### src/rtl/ldd_seq_pkg.sv
// Shared types and defaults for the LDD channel sequencer/arbiter.
package ldd_seq_pkg;

    typedef enum logic [2:0] {
        StIdle,
        StGuard,
        StComRun,
        StComClose,
        StCapTrig,
        StCapWait
    } state_e;

    typedef enum logic {
        GntCom = 1'b0,
        GntCap = 1'b1
    } grant_e;

    localparam int unsigned GuardCycDefault = 16;
    localparam int unsigned CapTmoDefault   = 4096;

    function automatic int unsigned max3(input int unsigned a, input int unsigned b,
                                         input int unsigned c);
        int unsigned m;
        m = (a > b) ? a : b;
        return (m > c) ? m : c;
    endfunction

endpackage

### src/rtl/ldd_seq_arb.sv
// Two-requester round-robin arbiter; grant is one-hot {cap, com} and only valid while en_i.
module ldd_seq_arb
    import ldd_seq_pkg::*;
(
    input  logic       clk_i,
    input  logic       rst_i,
    input  logic       en_i,
    input  logic       com_req_i,
    input  logic       cap_req_i,
    output logic [1:0] gnt_o
);

    grant_e last_q;

    always_comb begin
        gnt_o = 2'b00;
        if (en_i) begin
            if (com_req_i && cap_req_i) begin
                // Tie: the path not served last time wins.
                gnt_o = (last_q == GntCom) ? 2'b10 : 2'b01;
            end else if (com_req_i) begin
                gnt_o = 2'b01;
            end else if (cap_req_i) begin
                gnt_o = 2'b10;
            end
        end
    end

    always_ff @(posedge clk_i) begin
        if (rst_i) begin
            last_q <= GntCom;
        end else if (gnt_o[1]) begin
            last_q <= GntCap;
        end else if (gnt_o[0]) begin
            last_q <= GntCom;
        end
    end

endmodule

### src/rtl/ldd_seq_ctrl.sv
// Sequencer in front of the LDD: grants command or capture, guards mode changes,
// drives the selected driver path and reports capture completion or timeout.
module ldd_seq_ctrl
    import ldd_seq_pkg::*;
#(
    parameter int unsigned TOP0_0    = 3,
    parameter int unsigned LDD0_0    = 32,
    parameter int unsigned GUARD_CYC = GuardCycDefault,
    parameter int unsigned CAP_TMO   = CapTmoDefault
) (
    input  logic              clk200,
    input  logic              rst,
    input  logic              com_req,
    input  logic [TOP0_0-1:0] com_req_wdis,
    input  logic [LDD0_0-1:0] com_req_plus,
    output logic              com_ack,
    input  logic              cap_req,
    input  logic [TOP0_0-1:0] cap_req_wdis,
    input  logic [LDD0_0-1:0] cap_req_plus,
    output logic              cap_ack,
    output logic              cap_done,
    output logic              cap_err,
    output logic              busy,
    output logic              cap_mode,
    output logic [TOP0_0-1:0] cap_wdis,
    output logic [LDD0_0-1:0] cap_plus,
    output logic              cap_trig,
    input  logic              capr_rdy,
    output logic [TOP0_0-1:0] com_wdis,
    output logic [LDD0_0-1:0] com_plus,
    output logic              com_open,
    output logic              com_close
);

    localparam int unsigned CntW = max3(LDD0_0, int'($clog2(CAP_TMO + 1)),
                                        int'($clog2(GUARD_CYC + 1)));
    localparam logic [CntW-1:0] GuardLoad = CntW'(GUARD_CYC);
    localparam logic [CntW-1:0] TmoLoad   = CntW'(CAP_TMO);

    // A zero-length command pulse is stretched to one cycle.
    function automatic logic [CntW-1:0] pulse_len(input logic [LDD0_0-1:0] p);
        return (p == '0) ? CntW'(1) : CntW'(p);
    endfunction

    state_e          state_q;
    grant_e          sel_q;
    logic [CntW-1:0] cnt_q;
    logic            rdy_q;
    logic [1:0]      gnt;

    ldd_seq_arb u_arb (
        .clk_i     (clk200),
        .rst_i     (rst),
        .en_i      (state_q == StIdle),
        .com_req_i (com_req),
        .cap_req_i (cap_req),
        .gnt_o     (gnt)
    );

    always_ff @(posedge clk200) begin
        if (rst) begin
            state_q   <= StIdle;
            sel_q     <= GntCom;
            cnt_q     <= '0;
            rdy_q     <= 1'b0;
            com_ack   <= 1'b0;
            cap_ack   <= 1'b0;
            cap_done  <= 1'b0;
            cap_err   <= 1'b0;
            busy      <= 1'b0;
            cap_mode  <= 1'b0;
            cap_wdis  <= '0;
            cap_plus  <= '0;
            cap_trig  <= 1'b0;
            com_wdis  <= '0;
            com_plus  <= '0;
            com_open  <= 1'b0;
            com_close <= 1'b0;
        end else begin
            com_ack   <= 1'b0;
            cap_ack   <= 1'b0;
            cap_done  <= 1'b0;
            cap_err   <= 1'b0;
            cap_trig  <= 1'b0;
            com_open  <= 1'b0;
            com_close <= 1'b0;
            // Tracks the level every cycle, so a level already high at trigger never counts.
            rdy_q     <= capr_rdy;

            unique case (state_q)
                StIdle: begin
                    if (gnt[0]) begin
                        com_ack  <= 1'b1;
                        com_wdis <= com_req_wdis;
                        com_plus <= com_req_plus;
                        sel_q    <= GntCom;
                        busy     <= 1'b1;
                        if (cap_mode) begin
                            cap_mode <= 1'b0;
                            cnt_q    <= GuardLoad;
                            state_q  <= StGuard;
                        end else begin
                            com_open <= 1'b1;
                            cnt_q    <= pulse_len(com_req_plus);
                            state_q  <= StComRun;
                        end
                    end else if (gnt[1]) begin
                        cap_ack  <= 1'b1;
                        cap_wdis <= cap_req_wdis;
                        cap_plus <= cap_req_plus;
                        sel_q    <= GntCap;
                        busy     <= 1'b1;
                        if (!cap_mode) begin
                            cap_mode <= 1'b1;
                            cnt_q    <= GuardLoad;
                            state_q  <= StGuard;
                        end else begin
                            state_q <= StCapTrig;
                        end
                    end
                end
                StGuard: begin
                    if (cnt_q == '0) begin
                        if (sel_q == GntCap) begin
                            // Guard exit issues the trigger itself to land at grant+2+GUARD_CYC.
                            cap_trig <= 1'b1;
                            cnt_q    <= TmoLoad;
                            state_q  <= StCapWait;
                        end else begin
                            com_open <= 1'b1;
                            cnt_q    <= pulse_len(com_plus);
                            state_q  <= StComRun;
                        end
                    end else begin
                        cnt_q <= cnt_q - 1'b1;
                    end
                end
                StComRun: begin
                    if (cnt_q <= CntW'(1)) begin
                        com_close <= 1'b1;
                        state_q   <= StComClose;
                    end else begin
                        cnt_q <= cnt_q - 1'b1;
                    end
                end
                StComClose: begin
                    busy    <= 1'b0;
                    state_q <= StIdle;
                end
                StCapTrig: begin
                    cap_trig <= 1'b1;
                    cnt_q    <= TmoLoad;
                    state_q  <= StCapWait;
                end
                StCapWait: begin
                    // Result pulse cycle stays in CAP_WAIT; IDLE follows it.
                    if (cap_done || cap_err) begin
                        busy    <= 1'b0;
                        state_q <= StIdle;
                    end else if (capr_rdy && !rdy_q) begin
                        cap_done <= 1'b1;
                    end else if (cnt_q == '0) begin
                        cap_err <= 1'b1;
                    end else begin
                        cnt_q <= cnt_q - 1'b1;
                    end
                end
                default: begin
                    busy    <= 1'b0;
                    state_q <= StIdle;
                end
            endcase
        end
    end

endmodule
### config.mk
export PLATFORM = sky130hd
export DESIGN_NAME = ldd_seq_ctrl
export DESIGN_NICKNAME = d
export VERILOG_FILES = /design/src/rtl/ldd_seq_pkg.sv /design/src/rtl/ldd_seq_arb.sv /design/src/rtl/ldd_seq_ctrl.sv
export SDC_FILE = /design/constraint.sdc
export NUM_CORES = 1
export LEC_CHECK = 0
export BUFFER_PORTS_ARGS = -buffer_cell sky130_fd_sc_hd__clkbuf_2
export CORE_MARGIN = 2
export CORE_UTILIZATION = 40
export CTS_CLUSTER_DIAMETER = 150
export CTS_CLUSTER_SIZE = 20
export DETAILED_ROUTE_END_ITERATION = 16
export PLACE_DENSITY = 0.71
export SYNTH_ARGS = -nofsm -noshare
export SYNTH_HDL_FRONTEND = slang
export SYNTH_SLANG_ARGS = --single-unit
export TNS_END_PERCENT = 30
### constraint.sdc
create_clock -name clk200 -period 8.3 [get_ports clk200]
set_input_delay 0.415 -clock clk200 [delete_from_list [all_inputs] [get_ports clk200]]
set_output_delay 0.415 -clock clk200 [all_outputs]
set_load 0.02 [all_outputs]
=== Word level (Yosys, flattened, before mapping) ===
Cells that the tools add are included.

* Flip-flop bits (word level): 116
* Latch bits: 0
* Bits in writable memories: 0
* Memory bits (read-only): 0
* Bits of input ports: 75
* Memories kept: 0

* Add/sub/neg operators: 1
* $mul: 0
* Div/mod/pow operators: 0
* Order comparisons: 1
* Eq/ne operators: 13
* Shift-type cells: 0
* Mux-type cells: 46
* Bitwise operators: 5
* Reductions and logical operators: 22

{| class="wikitable"
|+ Operators by type and width
! kind !! count
|-
| $mux 32 || 12
|-
| $pmux 32 s5 || 1
|-
| $logic_not 32->1 || 3
|-
| $le 32x1->1 const B || 1
|-
| $sub 32x1->32 const B || 1
|-
| $mux 3 || 7
|-
| $mux 1 || 16
|-
| $pmux 3 s5 || 1
|-
| $ne 2x2->1 const B || 7
|-
| $mux 2 || 6
|-
| $reduce_or 3->1 || 3
|-
| $reduce_and 7->1 || 1
|-
| $eq 3x3->1 const B || 2
|-
| $ne 3x3->1 const B || 2
|-
| $reduce_and 3->1 || 2
|-
| $not 1->1 || 5
|-
| $reduce_bool 5->1 || 1
|-
| $pmux 1 s2 || 2
|-
| $reduce_and 2->1 || 2
|-
| $reduce_and 4->1 || 1
|-
| $reduce_or 2->1 || 2
|-
| $reduce_or 4->1 || 1
|-
| $eq 3x1->1 const B || 1
|-
| $eq 3x2->1 const B || 1
|-
| other kinds (6) || 7
|}

=== Logic depth before layout (Yosys ltp) ===
* Word-level depth: 7
* Depth in mapped cells: 11
* Depth with buffers taken out: 8

=== By module ===
From an unflattened synthesis, not the netlist that was laid out.

* Cell total of the unflattened synthesis: 646
* Area total of the unflattened synthesis: 5541.6 um2

{| class="wikitable"
|+ Modules (own cells, without submodules)
! module !! instances !! cells an instance !! area each (um2) !! sequential area each (um2)
|-
| ldd_seq_ctrl || 1 || 638 || 5486.5 || 2302.2
|-
| ldd_seq_arb || 1 || 8 || 55.1 || 20.0
|}

=== Worst setup path after synthesis ===
No wires, ideal clock.

* Kind: flip-flop to flip-flop
* Start: register cnt_q[4]
* End: register cnt_q[8]
* Setup time: 135 ps
* Data arrival time: 2760 ps
* Slack: 5406 ps
* Cell stages (with the launch flop): 10
* Buffers on the path: 3
* Cell sequence: dfxtp_1 -> buf_2 -> or4_1 -> or4_4 -> o41ai_4 -> nand2_2 -> buf_6 -> buf_6 -> a222oi_1 -> o32ai_1

* Word-level cells in the longest chain between the ends: 5
* Elaborated cells on any way between the ends: 12

{| class="wikitable"
|+ RTL lines
! what !! line !! text
|-
| from (decl) || ldd_seq_ctrl.sv:47 || <nowiki>logic [CntW-1:0] cnt_q;</nowiki>
|-
| from (signal assigned) || ldd_seq_ctrl.sv:100 || <nowiki>cnt_q <= GuardLoad;</nowiki>
|-
| from (signal assigned) || ldd_seq_ctrl.sv:104 || <nowiki>cnt_q <= pulse_len(com_req_plus);</nowiki>
|-
| from (signal assigned) || ldd_seq_ctrl.sv:115 || <nowiki>cnt_q <= GuardLoad;</nowiki>
|-
| $sub 32x1->32 || ldd_seq_ctrl.sv:135, ldd_seq_ctrl.sv:143, ldd_seq_ctrl.sv:165 ||
|-
| $mux 32 || ldd_seq_ctrl.sv:162 || <nowiki>end else if (cnt_q == '0) begin</nowiki>
|-
| $mux 32 || ldd_seq_ctrl.sv:160 || <nowiki>end else if (capr_rdy && !rdy_q) begin</nowiki>
|-
| $mux 32 || ldd_seq_ctrl.sv:157 || <nowiki>if (cap_done || cap_err) begin</nowiki>
|-
| $pmux 32 s5 || ldd_seq_ctrl.sv:90 || <nowiki>unique case (state_q)</nowiki>
|}

Several ways; a longest one is shown, not always the timed one. The select of a mux whose other input is x is not followed.
A chain may end at the register's enable or synchronous reset.

=== Worst setup path in the final report ===
* Start: register cnt_q[8]
* End: register cnt_q[27]

The elaborated chain is that of the path after synthesis.

==> reports/qor.yml <==
wl_per_cell_um: 17.0
row_count: 43
wl_um: 17700
firstDrtPassIters: 5
cts_num_sinks: 116
globalplace.congestion: 0.903
fin_crit_sh: 0.462
routed-wl-met2_um: 8140
status: "completed"
netlist_instances: 723
tritoncts: "built"
swShare: 0.449
root_buffer: "clkbuf_16"
tns_ns: 0
p_switching_uw: 1280
maxCapViolCount: 0
path_clk_slew_ns: 0.06
rrSetupSlack_ns: 4.46
internal_power_uw: 1580
wl_met1_um: 7840
worst_slack_ns: 4.46
final_cells: 1040
final_nets: 927
clk-insertion-delay-late_ns: 0.42
clockPowerShare: 0.251
syn-mean-instance-area_sq_um: 7.77
hold_viol_final: 0
powerDensity_nw_per_um2: 408
tightest_slew_ns: 1.04
core_sq_um: 13800
start_util: 0.408
cts_resized: 0
ys.flop_type: "dfxtp_1"
overflow: 0
grt_max_degree: 85
antenna_found_initial: 0
peakVddDrop_mv: 0.207
maxSlewViolCount: 0
p_leak_uw: 0.00291
drc: 0
ant_nets: 0
areaGrowthSynthToFinish_pct: 24.8
finalPower_uw: 2860
cts_buffers: 17
final-setup-viol-count: 0
hold_path_class: "primary input to register"
synth-seq-cells: 116
synth_area_leaders: "dfxtp_1, nand2_1, a21oi_1"
yosysTopAreaCellShare: 0.413
mappedNetlistArea_sq_um: 5620
worstPathArrival_ns: 4.15
final_cell_mix: "nand2_1, clkbuf_2, dfxtp_1"
dp_cells: 1008
yosys.area.top_type: "dfxtp_1"
fmax_ghz: 0.261
p_comb_frac: 0.461
p_seq_frac: 0.289
cp-end-kind: "register"
htree_levels: 4
route.met3.wl_um: 1330
rsz0062_at_grt: "no"
cts_setup_buffers: 0
clock_path_buffers: 2
nFillCells: 1364
cts_hold_buf: 0
drive_gt1_frac: 0.231
regArea_sq_um: 2320
track_usage: 0.232
grt_pass1_wl_um: 27600
diodes: 0
drt_iter0_markers: 625
relSlewSlack: 0.301
die_w_um: 123
routed_via_density: 5.72
hpwlAfterDp_um: 12000
start_kind: "register"
ys_seq_area_frac: 0.413
cp.required_ns: 8.61
layout_min_cycle_time_ns: 3.84
multiInputGateArea_sq_um: 3040
die_y_um: 123
netlist-cell-type-count: 61
dieArea_sq_um: 15000
routed.top_layer: "met4"
vias: 5944
place_worst_setup_slack_ns: 4.53
synth-edff-count: 0
layout.cells.most_common: "nand2_1"
synthArstFlopShare: 0
synth.net_count: 803
ys.warnings.count: 0
worst_clock_skew_ns: 0.00757
portBuffers: 153
first_global_vias: 5262
ioPinCount: 154
critPathMaxFanout: 20
criticalPathCategory: "register to register"
==> power groups by stage <==
stage	Combinational (uW)	Sequential (uW)	Clock [uW]
global route	1440	845	750
floorplan	916	876	0
global placement	1280	828	0
CTS	1300	821	723
finish	1320	826	717
detailed placement	1290	831	0
==> stage by stage <==
stage	cell area (sq um)	utilization	hold slack (ns)
final	7010	0.509	0.207
after global routing	7010	0.509	0.207
after CTS	7010	0.509	0.201
after detailed placement	6430	0.467	0.412
after global placement	6430	0.467	0.420
after floorplan	5620	-	0.399
==> kinds of logic (layout without fill, tap and decap cells) <==
logic type,count (synthesis),in the layout,synth area share
AND/OR/NAND/NOR,298,298,0.250
AO/OA/AOI/OAI,225,225,0.254
flip-flops,116,116,0.413
buffers and inverters,63,200,0.0461
XOR/XNOR,15,15,0.0234
adder cells (fa/ha/maj),5,5,0.0111
multiplexers,1,1,0.00178
==> state kept, by name (all words and copies together) (netlist names), 3 cells and up <==
name,flops
com_plus,32
cnt_q,32
com_wdis,3
cap_plus,32
cap_wdis,3
state_q,3
==> critical path, stage by stage (launching register included) <==
cell and delay (ns):
dfxtp_1 0.35, or4_4 0.58, or4_4 0.65, o41ai_4 0.94, nand2_2 0.49, a221o_1 0.46
a32o_1 0.26
==> per-layer routing <==
layer  GRT usage  vias up
met5           0        -
met3      0.0572       28
met2       0.343      256
li1            -     2861
met1       0.328     2799
met4      0.0841        0
==> layout make-up <==
type | instances | share of cell area
tap | 180 | 0.0321
clock buffer | 18 | 0.0627
multi-input combinational | 544 | 0.433
clock inverter | 14 | 0.0198
sequential | 116 | 0.331
timing repair buffer | 159 | 0.116
inverter | 9 | 0.00482
==> final timing paths <==
path,start,endpoint,depth (start not counted)
max,cnt_q[8],cnt_q[27],6
min reg2reg,rdy_q,cap_done,1
max reg2reg,cnt_q[8],cnt_q[27],6
min,cap_req_plus[26],cap_plus[26],3
==> Yosys cell counts, types with 3 or more instances <==
library cell / n
o211ai_1: 6
nand3_1: 11
o32ai_1: 3
buf_2: 6
or3_1: 7
nor4_1: 26
a221oi_1: 12
nor3_1: 14
a21o_1: 8
or4_1: 9
xnor2_1: 8
nor2_1: 30
nand2_1: 163
nor2b_1: 3
clkbuf_1: 45
o31ai_1: 9
o21a_1: 3
ha_1: 5
inv_1: 8
o21ai_0: 23
a32o_1: 4
and3_1: 4
a22o_1: 5
xor2_1: 7
nand4_1: 6
dfxtp_1: 116
a22oi_1: 8
a21oi_1: 114
a211oi_1: 11
nand2b_1: 8
Power figures use the tool's default switching activity.
